**src/rtl/hazard_ctrl_r.sv**
```systemverilog
// Pipeline hazard controller: operand forwarding selects, load-use stall,
// multi-cycle flush sequencing after taken branches, and saturating debug counters.
module hazard_ctrl_r #(
  parameter int FLUSH_CYCLES = 2,
  parameter int CNT_W        = 16
) (
  input  logic             clk_i,
  input  logic             reset_i,
  input  logic             dec_valid_i,
  input  logic [3:0]       dec_r1_addr_i,
  input  logic [3:0]       dec_r2_addr_i,
  input  logic             ex_valid_i,
  input  logic [3:0]       ex_rd_addr_i,
  input  logic             ex_wb_en_i,
  input  logic             ex_is_load_i,
  input  logic             ex_br_taken_i,
  input  logic             mem_valid_i,
  input  logic [3:0]       mem_rd_addr_i,
  input  logic             mem_wb_en_i,
  output logic             stall_o,
  output logic             flush_o,
  output logic [1:0]       fwd_a_sel_o,
  output logic [1:0]       fwd_b_sel_o,
  output logic             busy_flush_o,
  output logic [CNT_W-1:0] stall_cnt_o,
  output logic [CNT_W-1:0] flush_cnt_o
);

  typedef enum logic {IDLE, FLUSH} state_t;

  localparam logic [2:0]       RELOAD  = 3'(FLUSH_CYCLES - 1);
  localparam logic [CNT_W-1:0] CNT_ONE = {{(CNT_W-1){1'b0}}, 1'b1};

  state_t           r_state;
  logic [2:0]       r_cnt;
  logic [CNT_W-1:0] r_stall_cnt;
  logic [CNT_W-1:0] r_flush_cnt;

  logic w_ex_hit_a;
  logic w_ex_hit_b;
  logic w_mem_hit_a;
  logic w_mem_hit_b;
  logic w_load_use;
  logic w_stall;

  // R15 is the PC: it never matches a producer, so it is never forwarded and never stalls.
  assign w_ex_hit_a  = ex_valid_i & ex_wb_en_i & (ex_rd_addr_i == dec_r1_addr_i) &
                       (dec_r1_addr_i != 4'hF);
  assign w_ex_hit_b  = ex_valid_i & ex_wb_en_i & (ex_rd_addr_i == dec_r2_addr_i) &
                       (dec_r2_addr_i != 4'hF);
  assign w_mem_hit_a = mem_valid_i & mem_wb_en_i & (mem_rd_addr_i == dec_r1_addr_i) &
                       (dec_r1_addr_i != 4'hF);
  assign w_mem_hit_b = mem_valid_i & mem_wb_en_i & (mem_rd_addr_i == dec_r2_addr_i) &
                       (dec_r2_addr_i != 4'hF);

  // A load in EX has no result yet, so it cannot feed the EX bypass.
  always_comb begin
    fwd_a_sel_o = 2'b00;
    fwd_b_sel_o = 2'b00;
    if (dec_valid_i) begin
      if (w_ex_hit_a & ~ex_is_load_i) fwd_a_sel_o = 2'b01;
      else if (w_mem_hit_a)           fwd_a_sel_o = 2'b10;
      if (w_ex_hit_b & ~ex_is_load_i) fwd_b_sel_o = 2'b01;
      else if (w_mem_hit_b)           fwd_b_sel_o = 2'b10;
    end
  end

  assign w_load_use = dec_valid_i & ex_is_load_i & (w_ex_hit_a | w_ex_hit_b);

  // A taken branch or an active flush squashes the instruction, so stalling is pointless.
  assign w_stall = w_load_use & (r_state == IDLE) & ~ex_br_taken_i & ~reset_i;

  assign stall_o      = w_stall;
  assign flush_o      = (r_state == FLUSH);
  assign busy_flush_o = (r_state == FLUSH);
  assign stall_cnt_o  = r_stall_cnt;
  assign flush_cnt_o  = r_flush_cnt;

  always_ff @(posedge clk_i or posedge reset_i) begin
    if (reset_i) begin
      r_state <= IDLE;
      r_cnt   <= 3'd0;
    end else begin
      case (r_state)
        IDLE: begin
          if (ex_br_taken_i) begin
            r_state <= FLUSH;
            r_cnt   <= RELOAD;
          end
        end
        FLUSH: begin
          if (ex_br_taken_i) begin
            r_cnt <= RELOAD;
          end else if (r_cnt == 3'd0) begin
            r_state <= IDLE;
          end else begin
            r_cnt <= r_cnt - 3'd1;
          end
        end
        default: begin
          r_state <= IDLE;
          r_cnt   <= 3'd0;
        end
      endcase
    end
  end

  always_ff @(posedge clk_i or posedge reset_i) begin
    if (reset_i) begin
      r_stall_cnt <= '0;
      r_flush_cnt <= '0;
    end else begin
      if (w_stall && (r_stall_cnt != '1)) r_stall_cnt <= r_stall_cnt + CNT_ONE;
      if (ex_br_taken_i && (r_flush_cnt != '1)) r_flush_cnt <= r_flush_cnt + CNT_ONE;
    end
  end

endmodule
```
**config.mk**
```make
export PLATFORM = sky130hd
export DESIGN_NAME = hazard_ctrl_r
export DESIGN_NICKNAME = d
export VERILOG_FILES = /design/src/rtl/hazard_ctrl_r.sv
export SDC_FILE = /design/constraint.sdc
export NUM_CORES = 1
export LEC_CHECK = 0
export BUFFER_PORTS_ARGS = -buffer_cell sky130_fd_sc_hd__buf_2
export CAP_MARGIN = 20
export CORE_MARGIN = 2
export CORE_UTILIZATION = 46
export DETAILED_ROUTE_END_ITERATION = 8
export PLACE_DENSITY = 0.76
export SLEW_MARGIN = 20
export SYNTH_ARGS = -nofsm -noshare
export SYNTH_HDL_FRONTEND = slang
export SYNTH_SLANG_ARGS = --single-unit
export TNS_END_PERCENT = 20
```
**constraint.sdc**
```tcl
create_clock -name clk_i -period 2.23 [get_ports clk_i]
set_input_delay 0.223 -clock clk_i [delete_from_list [all_inputs] [get_ports clk_i]]
set_output_delay 0.223 -clock clk_i [all_outputs]
set_load 0.03 [all_outputs]
```
---- After elaboration in Yosys (flattened, before gate mapping) ----
Index checks and enable logic that the tools add are counted.
storage, ports and cells
  input port bits ......................... 25
  register bits ........................... 36
  output and inout bits ................... 39
  word-level logic and storage cells ...... 57
cells by class
  reductions and logical operators ........ 4
  add/subtract/negate cells ............... 3
  equality and inequality tests ........... 10
  multiplexer cells ....................... 14
  bitwise gates (word level) .............. 22
operator list
  operator               count
  $add 16x1->16 const B  2
  $ne 16x16->1 const B   2
  $and 1x1->1            17
  $eq 4x4->1             4
  $mux 2                 6
  $mux 3                 3
  $ne 4x4->1 const B     2
  $pmux 3 s2             1
  $not 1->1              4
  $logic_not 3->1        1
  $mux 1                 3
  $ne 3x3->1 const B     1
  $sub 3x1->3 const B    1
  $logic_and 1x1->1      2
  $ne 2x2->1 const B     1
  $pmux 1 s2             1
  $reduce_and 2->1       1
  $or 1x1->1             1

---- Longest topological paths before layout ----
Gate-level depths: netlist of the first run.
  word-level depth ........................ 9
  depth in mapped cells ................... 7
  depth with buffers taken out ............ 6

---- Worst setup path after synthesis of the first run ----
Ideal clock, no wire load.
  path type ............................... input to register
  from .................................... input port reset_i
  to ...................................... register r_stall_cnt[11] (netlist: stall_cnt_o[11])
  arrival time ............................ 2.407 ns
  stages on the path ...................... 5
  buffers on the path ..................... 0
  required time ........................... 2.150 ns
  library setup time ...................... 0.080 ns
  path slack .............................. -0.258 ns
  path through ............................ inv_1 -> nand4_1 -> or3b_2 -> nor4_1 -> xor2_1
on the way
  cells in the longest elaborated chain, start to end .. 3
ends and longest elaborated chain
  item                    RTL line  source
  start: declaration      8         input logic reset_i,
  $not 1->1               71        assign w_stall = w_load_use & (r_state == IDLE) & ~ex_br_taken_i & ~reset_i;
  $and 1x1->1             71
  $logic_and 1x1->1       113       if (w_stall && (r_stall_cnt != '1)) r_stall_cnt <= r_stall_cnt + CNT_ONE;
  end signal: assignment  113
  end: declaration        36        logic [CNT_W-1:0] r_stall_cnt;
No other way between the ends.
A chain may end at the register's enable or synchronous reset.

---- Worst setup path after layout of the first run ----
  from .................................... register r_stall_cnt[5] (netlist: stall_cnt_o[5])
  to ...................................... register r_stall_cnt[14] (netlist: stall_cnt_o[14])
on the way
  cells in the longest elaborated chain, start to end .. 2
  elaborated cells on any way between the ends .. 3
  those cells by class .................... add/sub: 1; eq/ne: 1; reduce/logical: 1
ends and longest elaborated chain
  item
  branches (longest 2 deep; another with $add 16x1->16)
Parallel ways; which one is timed is not known.

==> results of run 1 <==
[sequential cells by signal (all words and copies together) (netlist names)]
name,count
stall_cnt_o,16
busy_flush_o,1
r_cnt,3
flush_cnt_o,16
[cells in the mapped netlist (2+ instances only)]
master     n
dfrtp_1   36
xnor2_1   21
xor2_1    20
nand2_1   18
nand3_1   14
nor2_1    13
nor4_1     9
nand4_1    8
and3_1     6
nor3_1     6
o21ai_0    5
and4_1     4
ha_1       4
inv_1      4
a211oi_1   3
clkbuf_1   3
nand2b_1   3
nand3b_1   3
nand4b_1   3
or2_2      3
a21oi_1    2
mux2_2     2
o2111a_1   2
or4b_1     2
[final cells by class]
class                   instances  area [um^2]  area share
clock buffers                   8        90.09     0.03571
inverters                       4        18.77    0.007440
multi-input cells             158         1072      0.4251
repair buffers                 71        375.4      0.1488
well taps                      52        65.06     0.02579
flip-flops and latches         36        900.9      0.3571
[cell families (layout without fill, tap and decap cells)]
logic type,count (synthesis),in the layout,synth area share
simple gates,96,96,0.2675
xor+xnor,41,41,0.1789
flops,36,36,0.4489
compound gates,15,15,0.05175
buf+inv,8,83,0.01683
fa+ha+maj,4,4,0.02494
mux,2,2,0.01122
[critical path, stage by stage, from the launching register on]
cell and delay [ns]:
dfrtp_1 0.45, and4_1 0.25, nand2_1 0.09, or4b_1 0.52, or4b_1 0.50, xnor2_1 0.14
[routing by layer]
metal	track usage	wire [um]
met4	0.05128	14
met1	0.2362	1947
met5	0	0
met3	0.03608	239
met2	0.3376	2214
[report_power, final]
group | switching (mW) | internal (mW) | total (mW)
Sequential | 0.102 | 0.741 | 0.843
Combinational | 0.340 | 0.204 | 0.544
Clock | 0.217 | 0.252 | 0.469
Total | 0.659 | 1.20 | 1.86
[how the worst max path moves through the flow]
stage,start,cells after the start,endpoint,slack [ns]
5_1_grt,stall_cnt_o[5]$_DFFE_PP0P_,5,stall_cnt_o[14]$_DFFE_PP0P_,0.11
3_3_place_gp,stall_cnt_o[5]$_DFFE_PP0P_,5,stall_cnt_o[14]$_DFFE_PP0P_,0.26
6_report,stall_cnt_o[5]$_DFFE_PP0P_,5,stall_cnt_o[14]$_DFFE_PP0P_,0.19
4_1_cts,stall_cnt_o[5]$_DFFE_PP0P_,5,stall_cnt_o[14]$_DFFE_PP0P_,0.19
2_1_floorplan,stall_cnt_o[0]$_DFFE_PP0P_,7,stall_cnt_o[14]$_DFFE_PP0P_,-0.11
3_5_place_dp,stall_cnt_o[5]$_DFFE_PP0P_,5,stall_cnt_o[14]$_DFFE_PP0P_,0.20
[per-stage QoR]
step	area, um^2	total power [mW]	util
after global routing	2522	1.972	0.5915
after floorplan	2011	1.223	-
after global placement	2432	1.378	0.5704
after detailed placement	2432	1.399	0.5704
after CTS	2522	1.875	0.5915
final	2522	1.855	0.5915
[placed cells by master (no fill, tap or decap), types with 3 or more instances in the layout]
cell type / Yosys / routed
o21ai_0: 5 / 5
or2_2: 3 / 3
xor2_1: 20 / 20
clkbuf_8: 0 / 6
xnor2_1: 21 / 21
and3_1: 6 / 6
nor2_1: 13 / 13
inv_1: 4 / 3
nand2b_1: 3 / 3
nor4_1: 9 / 9
nand2_1: 18 / 18
nand4b_1: 3 / 3
a211oi_1: 3 / 3
nand3_1: 14 / 14
dfrtp_1: 36 / 36
buf_2: 0 / 63
and4_1: 4 / 4
buf_4: 1 / 8
nor3_1: 6 / 6
ha_1: 4 / 4
nand3b_1: 3 / 3
nand4_1: 8 / 8
==> impl_metrics.ini, run 1 <==
[outcome]
status = finished, final reports clean

[grt]
antenna_found_initial = 0
grt_pass1_vias = 1683
grt_max_degree = 37
overflow = 0
grt_pass1_wl_um = 7576
groute.usage.overall = 0.1901

[clock_network]
cts_max_level = 2
clkSlewWorstSetupHoldPaths_ns = 0.07
cts_tree = done
cts_made_buffers = 5
ctsHoldBuffers = 0
cts_root_buf = clkbuf_8
cts_resized = 0
clk_latency_ns = 0.28
cts.path.max_buffers = 2
cts_setup_buffers = 0
cts.sinks = 36

[run]
maxCapViolations = 0

[logic_synthesis]
syn_inst = 202
ys.flop_type = dfrtp_1
synth-edff-count = 0
yosysWarningCount = 0
synth_nets = 231
synth_top_area_share = 0.4489
yosysSeqAreaShare = 0.4489
synthTopCellsByArea = dfrtp_1 45%, xnor2_1 9.2%, xor2_1 8.7%
syn_area_per_cell_um2 = 9.935
synth.largest_area_cell = dfrtp_1
synth_area_um2 = 2007
synth-seq-cells = 36
synthArstFlopShare = 1.000
yosys.cell_types.count = 32

[detailed_routing]
wl_per_cell_um = 13.42
drt_first_iter_violations = 83
firstDrtPassIters = 4
drtAntennaViolNets = 0
vias = 1769
viasPerCell = 5.377
route.detailed.drc = 0
wl_um = 4415

[floorplan]
dieHeight_um = 70.05
coreArea_um2 = 4264
row_count = 24
die_x_um = 70.05
initial_core_util = 0.4707
ioPinCount = 64
die_area_um2 = 4907

[final_layout]
area_growth_pct = 25.69
drive_gt1_frac = 0.3105
fill_cells = 397
fin_cells = 329
diodes = 0
fin_nets = 305

[worst_setup_path]
required_ns = 2.40
r2r_end = stall_cnt_o[14]$_DFFE_PP0P_
crit_arrival_ns = 2.21
reg2reg_depth = 5
startpoint_type = flip-flop
r2r_slack_ns = 0.19
r2r-start = stall_cnt_o[5]$_DFFE_PP0P_
end_kind = flip-flop
critPathKind = reg2reg
path_max_fanout = 7

[sta]
fin_worst_skew_ns = 0.007711
slew_violations = 0
worst_slew_pin_slew_ns = 0.4517
max-slew-margin-rel = 0.6989
max_freq_mhz = 490.1
hold_violations = 0
period_share = 0.9150
worst_slack_ns = 0.1897
post-route-min-period_ns = 2.040
hold_ws_ns = 0.08019
rsz0062_at_grt = false
finalSetupViolations = 0
setup_tns_ns = 0

[place]
place_ws_ns = 0.1974
dp.cells = 321
dp_hpwl_um = 3377
place.gp.congestion = 0.8825
placement.io_buffers = 63

[pwr]
leakage_nw = 1.250
powerDensity_nw_per_um2 = 735.6
max-vdd-ir-drop_mv = 0.5561

[min_path]
min_path_type = in2async
No activity file was read; power rests on OpenSTA's default activity.
==> inputs of run 2 (changes only) <==
Settings changed: PLACE_DENSITY 0.76 to 0.84.
==> impl_metrics.ini, run 2 (synthesized netlist as in run 1, its figures left out) <==
[grt]
grt_use_met1 = 0.2360
antenna_found_initial = 0
grt_max_degree = 37
overflow = 0
grt_util_met3 = 0.05916
grt_pass1_vias = 1733
groute.usage.overall = 0.1967
grt_pass1_wl_um = 7728
grtUsageMet2 = 0.3386
gr-max-usage-layer = met2

[floorplan]
die_area_um2 = 4907
coreArea_um2 = 4264
row_count = 24
die_x_um = 70.05
initial_core_util = 0.4707
dieHeight_um = 70.05
ioPinCount = 64

[clock_network]
clkSlewWorstSetupHoldPaths_ns = 0.06
cts_made_buffers = 5
cts_tree = done
clk_latency_ns = 0.28
cts_resized = 0
cts_setup_buffers = 0
cts_max_level = 2
cts.path.max_buffers = 2
cts.sinks = 36
ctsHoldBuffers = 0
cts_root_buf = clkbuf_8

[worst_setup_path]
cpMostUsedCell = or4b_1
end_kind = flip-flop
r2r_end = stall_cnt_o[14]$_DFFE_PP0P_
crit_slowest_cell = or4b_1
reg2reg_depth = 6
r2r-start = stall_cnt_o[0]$_DFFE_PP0P_
path_max_fanout = 5
required_ns = 2.39
cpPeakStageDelay_ns = 0.49
endpoint = stall_cnt_o[14]$_DFFE_PP0P_
r2r_slack_ns = 0.16
path_cells = ha_1 -> nand4_1 -> nor4_2 -> or4b_1 -> or4b_1 -> xnor2_1
critPathLaunch = stall_cnt_o[0]$_DFFE_PP0P_
critPathKind = reg2reg
crit_arrival_ns = 2.24
startpoint_type = flip-flop

[final_layout]
diodes = 0
final_common_cell = buf_2
area_growth_pct = 23.50
final_cell_mix = 63 x buf_2, 36 x dfrtp_1, 21 x xnor2_1
drive_gt1_frac = 0.3026
fin_nets = 302
fin_cells = 323
post-route-cell-area_um2 = 2479

[sta]
slew_violations = 0
finalSetupViolations = 0
worst_slew_pin_slew_ns = 0.5794
fin_worst_skew_ns = 0.004519
worst_slack_ns = 0.1573
max_freq_mhz = 482.5
rsz0062_at_grt = false
hold_violations = 0
hold_ws_ns = 0.09846
max-slew-margin-rel = 0.6114
period_share = 0.9295
post-route-min-period_ns = 2.073

[place]
dp.cells = 318
place.gp.congestion = 0.8541
placement.io_buffers = 63
place_ws_ns = 0.1748
placed_cell_area_um2 = 2410
dp_hpwl_um = 3455

[pwr]
max-vdd-ir-drop_mv = 0.4609
pwr-share-seq = 0.472
leakage_nw = 1.224
p_int_mw = 1.141
combPwrFrac = 0.303
powerDensity_nw_per_um2 = 718.0
clkPwrFrac = 0.225
p_total_mw = 1.780
netSwitchingPower_uw = 639.2
swShare = 0.3591

[detailed_routing]
drt_first_iter_violations = 128
wl_um = 4438
wl_per_cell_um = 13.74
viasPerCell = 5.477
route.detailed.drc = 0
drtAntennaViolNets = 0
firstDrtPassIters = 4
vias = 1769

[outcome]
status = finished, final reports clean

[min_path]
min_path_type = in2async

[run]
maxCapViolations = 0
==> run 2: changes by cell type in the layout (fill, tap and decap cells not counted) <==
| cell | change |
|---|---|
| buf_4 | -3 |
| clkbuf_1 | -2 |
| clkbuf_8 | -1 |
==> run 2: cell type report <==
cell class,count,area [um^2]
Inverter,4,18.77
Tap cell,52,65.06
Sequential cell,36,900.9
Fill cell,382,1785
Multi-Input combinational cell,158,1072
Clock buffer,5,68.82
Timing Repair Buffer,68,352.8
==> run 2: worst max-delay path: cells and delay by family (launching register included) <==
family | cells | cell delay, ns
AND/OR/NAND/NOR | 4 | 1.14
flip-flops | 1 | 0.43
adder cells (fa/ha/maj) | 1 | 0.24
XOR/XNOR | 1 | 0.14
==> run 2: power by group through the flow <==
stage / Clock [mW] / Combinational (mW) / Sequential [mW]
floorplan: 0 / 0.259 / 0.964
global placement: 0 / 0.522 / 0.849
CTS: 0.415 / 0.547 / 0.840
detailed placement: 0 / 0.541 / 0.850
global route: 0.444 / 0.600 / 0.856
finish: 0.400 / 0.540 / 0.840
==> run 2: through the flow <==
step / TNS (ns) / utilization
6_report: 0 / 0.5813
5_1_grt: 0 / 0.5813
4_1_cts: 0 / 0.5813
3_5_place_dp: 0 / 0.5651
3_3_place_gp: 0 / 0.5651
2_1_floorplan: -0.1401 / -
==> run 2: layer usage <==
| layer | share of wire | wire length (um) |
|---|---|---|
| met5 | 0 | 0 |
| met4 | 0.016 | 70 |
| met3 | 0.060 | 266 |
| met2 | 0.51 | 2274 |
| met1 | 0.41 | 1827 |
==> run 2: worst min-delay path by stage <==
stage | startpoint | to | slack (ns) | depth (start not counted)
floorplan | reset_i | busy_flush_o$_DFF_PP0_ | 0.18 | 1
global placement | reset_i | flush_cnt_o[7]$_DFFE_PP0P_ | 0.41 | 3
detailed placement | reset_i | stall_cnt_o[8]$_DFFE_PP0P_ | 0.41 | 3
CTS | reset_i | stall_cnt_o[5]$_DFFE_PP0P_ | 0.11 | 3
global route | reset_i | stall_cnt_o[5]$_DFFE_PP0P_ | 0.15 | 3
finish | reset_i | stall_cnt_o[8]$_DFFE_PP0P_ | 0.1 | 3
==> inputs of run 3 (changes only) <==
Settings changed: BUFFER_PORTS_ARGS -buffer_cell sky130_fd_sc_hd__buf_2 to -buffer_cell sky130_fd_sc_hd__buf_4, CAP_MARGIN 20 to 40.
==> impl_metrics.ini, run 3 (synthesized netlist as in run 1, its figures left out) <==
[outcome]
status = finished, final reports clean

[final_layout]
final_common_cell = buf_4
area_growth_pct = 33.17
final_cell_mix = 70 x buf_4, 36 x dfrtp_1, 21 x xnor2_1
drive_gt1_frac = 0.3080
diodes = 0
fin_nets = 304

[clock_network]
cts_root_buf = clkbuf_8
cts_tree = done
cts_made_buffers = 5
ctsHoldBuffers = 0
cts.path.max_buffers = 2
cts_resized = 0
cts_setup_buffers = 0
clkSlewWorstSetupHoldPaths_ns = 0.07
clk_latency_ns = 0.28
cts.sinks = 36
cts_max_level = 2

[detailed_routing]
wl_per_cell_um = 14.31
vias = 1782
route.detailed.drc = 0
drt_first_iter_violations = 72
wl_um = 4694
drtAntennaViolNets = 0
firstDrtPassIters = 4
viasPerCell = 5.433

[grt]
grt_pass1_wl_um = 7893
overflow = 0
grt_max_degree = 37
grt_pass1_vias = 1786
antenna_found_initial = 0
groute.usage.overall = 0.2017

[sta]
setup_tns_ns = 0
rsz0062_at_grt = false
worst_slack_ns = 0.1561
fin_worst_skew_ns = 0.004463
post-route-min-period_ns = 2.074
max_freq_mhz = 482.2
worst_slew_pin_slew_ns = 0.5725
slew_violations = 0
period_share = 0.9300
max-slew-margin-rel = 0.6160
finalSetupViolations = 0
hold_violations = 0

[pwr]
pwr-share-seq = 0.442
clkPwrFrac = 0.248
p_int_mw = 1.245
max-vdd-ir-drop_mv = 0.5120
combPwrFrac = 0.310
leakage_nw = 1.269
powerDensity_nw_per_um2 = 716.9
netSwitchingPower_uw = 671.2
swShare = 0.3503

[worst_setup_path]
cpPeakStageDelay_ns = 0.53
startpoint_type = flip-flop
crit_arrival_ns = 2.25
critPathKind = reg2reg
path_cells = and4_1 -> nand2_1 -> or4b_1 -> or4b_1 -> xnor2_1
crit_slowest_cell = or4b_1
required_ns = 2.40
cpMostUsedCell = or4b_1
end_kind = flip-flop
path_max_fanout = 7

[floorplan]
row_count = 24
die_x_um = 70.05
dieHeight_um = 70.05
coreArea_um2 = 4264
ioPinCount = 64
initial_core_util = 0.4707
die_area_um2 = 4907

[place]
place.gp.congestion = 0.8526
dp_hpwl_um = 3602
place_ws_ns = 0.2015
placement.io_buffers = 63

[min_path]
min_path_type = in2async

[run]
maxCapViolations = 0
run 3: metal layers:
metal,up-vias,share of wire,GRT usage
li1,879,-,-
met5,-,0,0
met2,43,0.51,0.3587
met4,0,0.010,0.05342
met1,855,0.43,0.2362
met3,5,0.048,0.06061
run 3: final timing paths:
| check | from | end | slack (ns) | depth (start not counted) |
|---|---|---|---|---|
| min | reset_i | stall_cnt_o[3]$_DFFE_PP0P_ | 0.06 | 3 |
| max in group asynchronous | reset_i | flush_cnt_o[6]$_DFFE_PP0P_ | 1.85 | 3 |
| min in group clk_i | ex_br_taken_i | r_cnt[1]$_DFFE_PP0P_ | 0.17 | 2 |
| max reg2reg | stall_cnt_o[5]$_DFFE_PP0P_ | stall_cnt_o[14]$_DFFE_PP0P_ | 0.16 | 5 |
| min reg2reg | flush_cnt_o[14]$_DFFE_PP0P_ | flush_cnt_o[14]$_DFFE_PP0P_ | 0.50 | 1 |
| max | stall_cnt_o[5]$_DFFE_PP0P_ | stall_cnt_o[14]$_DFFE_PP0P_ | 0.16 | 5 |
run 3: area by class of cell:
type | count | area (um^2)
Fill cell | 357 | 1592
Multi-Input combinational cell | 158 | 1072
Sequential cell | 36 | 900.9
Timing Repair Buffer | 70 | 525.5
Clock buffer | 8 | 90.09
Tap cell | 52 | 65.06
Inverter | 4 | 18.77
run 3: power groups by stage:
stage	registers, mW	clock network (mW)	logic (mW)
2_1_floorplan	0.964	0	0.259
3_3_place_gp	0.853	0	0.574
3_5_place_dp	0.857	0	0.601
4_1_cts	0.846	0.486	0.604
5_1_grt	0.858	0.522	0.657
6_report	0.847	0.475	0.595
run 3: per-stage QoR:
step | util | cell area [um^2] | total power [mW] | std cells | hold WS (ns)
floorplan | - | 2011 | 1.223 | 202 | 0.1807
global placement | 0.6056 | 2582 | 1.427 | 320 | 0.3875
detailed placement | 0.6056 | 2582 | 1.458 | 320 | 0.3904
CTS | 0.6268 | 2673 | 1.936 | 328 | 0.08174
global route | 0.6268 | 2673 | 2.037 | 328 | 0.1111
finish | 0.6268 | 2673 | 1.916 | 328 | 0.06237
run 3: worst max-delay path: cells and delay by family (launching register included):
kind,cells,cell delay [ns]
flops,1,0.45
xor+xnor,1,0.14
simple gates,4,1.38
